<file path="config.mk">
export PLATFORM = sky130hd
export DESIGN_NAME = ser_tx_ctrl_flat
export DESIGN_NICKNAME = d
export VERILOG_FILES = /design/src/rtl/ser_tx_pkg.sv /design/src/rtl/ser_tx_if.sv /design/src/rtl/ser_tx_tick.sv /design/src/rtl/ser_tx_ctrl.sv /design/src/flat_wrapper.sv
export SDC_FILE = /design/constraint.sdc
export NUM_CORES = 1
export LEC_CHECK = 0
export BUFFER_PORTS_ARGS = -buffer_cell sky130_fd_sc_hd__buf_2
export CAP_MARGIN = 10
export CORE_MARGIN = 5
export CORE_UTILIZATION = 51
export DETAILED_ROUTE_END_ITERATION = 8
export PLACE_DENSITY = 0.75
export SYNTH_ARGS = -nofsm -noshare
export SYNTH_HDL_FRONTEND = slang
export SYNTH_HIERARCHICAL = 1
export SYNTH_SLANG_ARGS = --single-unit
export TNS_END_PERCENT = 10
</file>
<file path="constraint.sdc">
create_clock -name clk -period 4.8 [get_ports clk]
set_input_delay 1.44 -clock clk [delete_from_list [all_inputs] [get_ports clk]]
set_output_delay 1.44 -clock clk [all_outputs]
set_load 0.005 [all_outputs]
</file>
<file path="src/rtl/ser_tx_pkg.sv">
// ser_tx_pkg: shared FSM state encoding and frame-length helper for the serial transmitter
package ser_tx_pkg;

    typedef logic [1:0] state_t;

    localparam state_t IDLE  = 2'd0;
    localparam state_t START = 2'd1;
    localparam state_t DATA  = 2'd2;
    localparam state_t STOP  = 2'd3;

    // bits per frame: start + payload + stop
    function automatic int frame_len(input int data_w);
        return data_w + 2;
    endfunction

endpackage

</file>
<file path="src/rtl/ser_tx_if.sv">
// ser_tx_if: valid/ready word handshake between an upstream producer and the transmitter
interface ser_tx_if #(
    parameter int DATA_W = 4
);
    logic              in_valid;
    logic [DATA_W-1:0] in_data;
    logic              in_ready;

    modport master (output in_valid, output in_data, input in_ready);
    modport slave  (input in_valid, input in_data, output in_ready);
endinterface

</file>
<file path="src/rtl/ser_tx_tick.sv">
// ser_tx_tick: baud divider and bit counter with synchronous clear
module ser_tx_tick #(
    parameter int DATA_W   = 4,
    parameter int BAUD_DIV = 4
) (
    input  logic clk,
    input  logic rst_n,
    input  logic clr,
    output logic bit_tick,
    output logic last_bit
);
    localparam int BW = BAUD_DIV > 1 ? $clog2(BAUD_DIV) : 1;
    localparam int NW = DATA_W > 1 ? $clog2(DATA_W) : 1;

    logic [BW-1:0] baud;
    logic [NW-1:0] bit_cnt;

    assign bit_tick = baud == BW'(BAUD_DIV - 1);
    assign last_bit = bit_tick && bit_cnt == NW'(DATA_W - 1);

    // baud counter wraps every BAUD_DIV cycles; bit counter advances once per bit period
    always_ff @(posedge clk or negedge rst_n) begin
        if (!rst_n) begin
            baud    <= '0;
            bit_cnt <= '0;
        end else if (clr) begin
            baud    <= '0;
            bit_cnt <= '0;
        end else begin
            baud <= bit_tick ? '0 : baud + 1'b1;
            if (bit_tick) bit_cnt <= last_bit ? '0 : bit_cnt + 1'b1;
        end
    end
endmodule

</file>
<file path="src/rtl/ser_tx_ctrl.sv">
// ser_tx_ctrl: double-buffered parallel-to-serial framer (start, LSB-first data, stop)
module ser_tx_ctrl
    import ser_tx_pkg::*;
#(
    parameter int DATA_W   = 4,
    parameter int BAUD_DIV = 4
) (
    input  logic     clk,
    input  logic     rst_n,
    ser_tx_if.slave  up,
    output logic     ser_out,
    output logic     busy,
    output logic     frame_done
);
    state_t            state, state_nx;
    logic              hold_full;
    logic [DATA_W-1:0] hold, shifter;
    logic              bit_tick, last_bit, clr, accept, transfer;

    assign up.in_ready = !hold_full;
    assign accept      = up.in_valid && !hold_full;
    assign transfer    = hold_full && (state == IDLE || (state == STOP && bit_tick));
    assign clr         = state == IDLE || state_nx != state;
    assign busy        = state != IDLE;
    assign frame_done  = state == STOP && bit_tick;

    // next state: START/DATA/STOP advance on bit boundaries, STOP chains straight into START when a word waits
    always_comb begin
        state_nx = state == IDLE  ? (hold_full ? START : IDLE) :
                   !bit_tick      ? state :
                   state == START ? DATA :
                   state == DATA  ? (last_bit ? STOP : DATA) :
                                    (hold_full ? START : IDLE);
    end

    // line level: start bit low, payload from shifter LSB, idle and stop high
    always_comb begin
        ser_out = state == START ? 1'b0 : state == DATA ? shifter[0] : 1'b1;
    end

    ser_tx_tick #(.DATA_W(DATA_W), .BAUD_DIV(BAUD_DIV)) u_tick (
        .clk      (clk),
        .rst_n    (rst_n),
        .clr      (clr),
        .bit_tick (bit_tick),
        .last_bit (last_bit)
    );

    // FSM state, holding register and parallel-load right-shift register
    always_ff @(posedge clk or negedge rst_n) begin
        if (!rst_n) begin
            state     <= IDLE;
            hold_full <= 1'b0;
            hold      <= '0;
            shifter   <= '0;
        end else begin
            state     <= state_nx;
            hold_full <= accept || (hold_full && !transfer);
            hold      <= accept ? up.in_data : hold;
            shifter   <= transfer ? hold : (state == DATA && bit_tick) ? shifter >> 1 : shifter;
        end
    end
endmodule

</file>
<file path="src/flat_wrapper.sv">
// flat-port wrapper written by rule: the top's interface ports become plain ports
module ser_tx_ctrl_flat import ser_tx_pkg::*;
#(
    parameter int DATA_W   = 4,
    parameter int BAUD_DIV = 4
)
  (clk, rst_n, ser_out, busy, frame_done, up_in_valid, up_in_data, up_in_ready);
  ser_tx_if #(.DATA_W(DATA_W)) up_i ();
  input  logic clk;
  input  logic rst_n;
  output logic ser_out;
  output logic busy;
  output logic frame_done;
  input wire logic [$bits(up_i.in_valid)-1:0] up_in_valid;
  input wire logic [$bits(up_i.in_data)-1:0] up_in_data;
  output wire logic [$bits(up_i.in_ready)-1:0] up_in_ready;
  assign up_i.in_valid = up_in_valid;
  assign up_i.in_data = up_in_data;
  assign up_in_ready = up_i.in_ready;
  ser_tx_ctrl #(.DATA_W(DATA_W), .BAUD_DIV(BAUD_DIV)) u_core (.clk(clk), .rst_n(rst_n), .up(up_i), .ser_out(ser_out), .busy(busy), .frame_done(frame_done));
endmodule
</file>
# Word-level counts from Yosys, hierarchy flattened
# Index checks and enable logic that the tools add are counted.
# word_totals
register_bits,15
ramBits,0
wordCells,44
latch_bits,0
mem_bits_ro,0
n_memories,0
output_inout_bits,4
in_bits,7
# classes
bitwise,0
muxes,15
n_div,0
add_sub_neg,2
mul,0
n_eq_ne,6
n_lt_le_gt_ge,0
n_shift,0
n_reduce_logical,15
# ops
operator,count
$mux W2,9
$eq A2 B2 Y1 const B,4
$mux W4,2
$logic_and A1 B1 Y1,6
$reduce_bool A2 Y1,3
$add A2 B1 Y2 const B,2
$mux W1,4
$logic_or A1 B1 Y1,3
$eq A2 B1 Y1 const B,1
$logic_not A1 Y1,2
$logic_not A2 Y1,1
$ne A2 B2 Y1,1

# Depth between registers and ports, before layout
# logic_depth
depth_word,10
ltp_mapped,6
ltp_nobuf,6

# Modules after synthesis
# The synthesis kept the hierarchy.
# by_module_without_submodules
mod,seq_area_each_um2,cells_each,instances,area_each_um2
ser_tx_ctrl,275.3,55,1,604.3
ser_tx_tick,100.1,14,1,180.2

# Least setup slack after synthesis
# No wires, ideal clock.
# synth_timing
path_kind,reg-to-output
start,register u_core.u_tick.baud[0]
end,output port frame_done
n_path_buf,1
t_arrival_ns,0.925
slack_ns,2.435
required_time_ns,3.360
path_stages_with_launch,4
cell_sequence,dfrtp_1 ha_1 buf_2 and2_1
# synth_between
elab_chain_len,2
# synth_rtl
element,line_no,text
from (decl),ser_tx_tick.sv:15,logic [BW-1:0] baud;
from (signal assigned),ser_tx_tick.sv:30,baud <= bit_tick ? '0 : baud + 1'b1;
$eq A2 B2 Y1,ser_tx_tick.sv:18,assign bit_tick = baud == BW'(BAUD_DIV - 1);
net u_core.bit_tick,ser_tx_ctrl.sv:18,"logic bit_tick, last_bit, clr, accept, transfer;"
$logic_and A1 B1 Y1,ser_tx_ctrl.sv:25,assign frame_done = state == STOP && bit_tick;
to (decl),flat_wrapper.sv:13,output logic frame_done;
# The timed path passes the listed nets, and every way through them passes these cells.

# Final worst setup path
# Same ends and word-level chain as after synthesis.

==> results.cfg <==
[status]
status = completed

[detailed_routing]
ant_nets = 0
top_layer_used = met4
vias = 518
route.met3.wl_um = 41
drt-total-wl_um = 1250
initialDrtViolationCount = 5
vias_per_cell = 5.29
drc = 0
dr.pass1.iters = 3
m1WireLength_um = 593
wl_met2_um = 589
post_drt_wl_per_cell_um = 12.8

[timing]
finalCritPeriodShare = 0.582
rsz0062_at_grt = false
final.setup_skew_ns = 0.00254
finalSetupViolations = 0
maxSlewViolCount = 0
timing.final.crit_period_ns = 2.79
hold_violations = 0
relSlewSlack = 0.641
worst_slew_pin_slew_ns = 0.534
fin_setup_tns_ns = 0
timing.fmax_ghz = 0.358

[power]
powerDensity_nw_per_um2 = 581
total_power_uw = 509
p_leak_nw = 0.430
ir_drop_uv = 342

[clocking]
cts_resized = 0
clkTransAtPathRegs_ns = 0.08
clockBufferDepth = 2
cts_tree = done
clk-insertion-delay-late_ns = 0.27
htreeDepth = 1
cts_setup_buffers = 0
hold_buffers = 0
cts_buffers = 3
root_buffer = clkbuf_4
cts.sinks = 15

[die]
core_um2 = 1490
pin_count = 11
initial_core_util = 0.527
die_h_um = 49.2
die_x_um = 49.2
die_area_um2 = 2420
rows = 14

[worst_setup_path]
path_class = reg -> out
crit_fanout = 14
startpoint_type = flop
crit_path_end_kind = output pin
cp.required_ns = 3.36
worstPathArrival_ns = 1.35

[cells_and_area]
mostFrequentLayoutCell = dfrtp_1
diodes = 0
area_growth_pct = 11.6
utilization = 0.588
fillCellCount = 128
nets = 96
regArea_um2 = 375
multi_input_area_um2 = 378
drive_above_1_share = 0.293
stdcell_area_um2 = 876
mostFrequentLayoutCells = dfrtp_1 (15), buf_2 (10), mux2_2 (9)

[logic_synthesis]
syn_area_per_cell_um2 = 11.4
syn-num-nets = 82
synth_seq_cells = 15
synth_area_leader_cell = dfrtp_1
yosysWarnings = 6
ys_dominant_reg_cell = dfrtp_1
ys_types = 23
yosysSeqAreaShare = 0.478
syn_area_um2 = 785
synth_edf_count = 0
synthDominantCellAreaShare = 0.478
yosys-top-cells-area = dfrtp_1 (48%), mux2_2 (13%), ha_1 (9.6%)
async_flop_share = 1.00
synth_cells = 69

[placement]
place_area_um2 = 850
place_congestion = 0.731
post-dp-hpwl_um = 972
io_buffers = 10

[global_route]
grt_max_degree = 16
grt_pass1_wl_um = 2110
track_usage = 0.115
grt_overflow_total = 0
grt_pass1_vias = 472
antenna_found_initial = 0

[worst_hold_path]
hold_class = reg -> reg

[run]
maxCapViolations = 0
## stage by stage
step	setup WS, ns	cells	hold slack (ns)
after floorplan	2.44	69	0.408
after global placement	2.33	94	0.416
after detailed placement	2.30	94	0.426
after CTS	1.99	98	0.437
after global routing	1.88	98	0.457
final	2.01	98	0.435
## path summary, 6_finish.rpt
path	startpoint	end	slack, ns	depth (start not counted)
worst max register to register	u_core/u_tick/baud[0]	u_core/u_tick/baud[0]	2.52	6
max in group asynchronous	rst_n	u_core/hold_full	3.52	1
worst max-delay path	u_core/u_tick/baud[0]	frame_done	2.01	3
worst min-delay path	u_core/u_tick/baud[0]	u_core/u_tick/baud[0]	0.43	1
min in group asynchronous	rst_n	u_core/shifter[1]	1.05	1
worst min register to register	u_core/u_tick/baud[0]	u_core/u_tick/baud[0]	0.43	1
## final cells by class
type                            instances  area share
Clock buffer                            4      0.0300
Inverter                                7      0.0300
Multi-Input combinational cell         46       0.431
Sequential cell                        15       0.429
Tap cell                               16      0.0229
Timing Repair Buffer                   10      0.0571
## state kept, by name, summed over array words and instances, names as in the netlist
name / count
u_core/u_tick/baud: 2
u_core/hold_full: 1
u_core/state: 2
u_core/shifter: 4
u_core/u_tick/bit_cnt: 2
u_core/hold: 4
## kinds of logic (layout without fill, tap and decap cells)
kind of cell / count (synthesis) / after routing / synth area share
AO/OA/AOI/OAI: 9 / 9 / 0.0702
adder cells (fa/ha/maj): 6 / 6 / 0.0957
buffers and inverters: 8 / 21 / 0.0399
flip-flops: 15 / 15 / 0.478
multiplexers: 13 / 13 / 0.187
AND/OR/NAND/NOR: 18 / 18 / 0.129
## worst max-delay path, stage by stage (launching register included)
cell and delay (ns):
dfrtp_1 0.35, ha_1 0.41, and2_1 0.21, buf_2 0.11
## synth_stat cells, types with 2 or more instances
library cell and count:
dfrtp_1 15, mux2_2 9, inv_1 7, ha_1 6, nand2_1 5, a21oi_1 3
mux2i_1 3, nor2b_1 3, and2_1 2, nor2_1 2, o21ai_0 2
## where the power goes
group	switching [mW]	total, mW	internal [mW]	leakage [nW]
Clock	0.0368	0.0690	0.0322	0.0150
Sequential	0.0363	0.219	0.183	0.183
Combinational	0.106	0.221	0.114	0.232
Total	0.179	0.509	0.330	0.430
## metal layers
layer | vias up | global-route usage
li1 | 263 | -
met1 | 243 | 0.143
met2 | 8 | 0.176
met3 | 4 | 0.0306
met4 | 0 | 0.0673
met5 | - | 0
(Power assumes the default switching activity.)
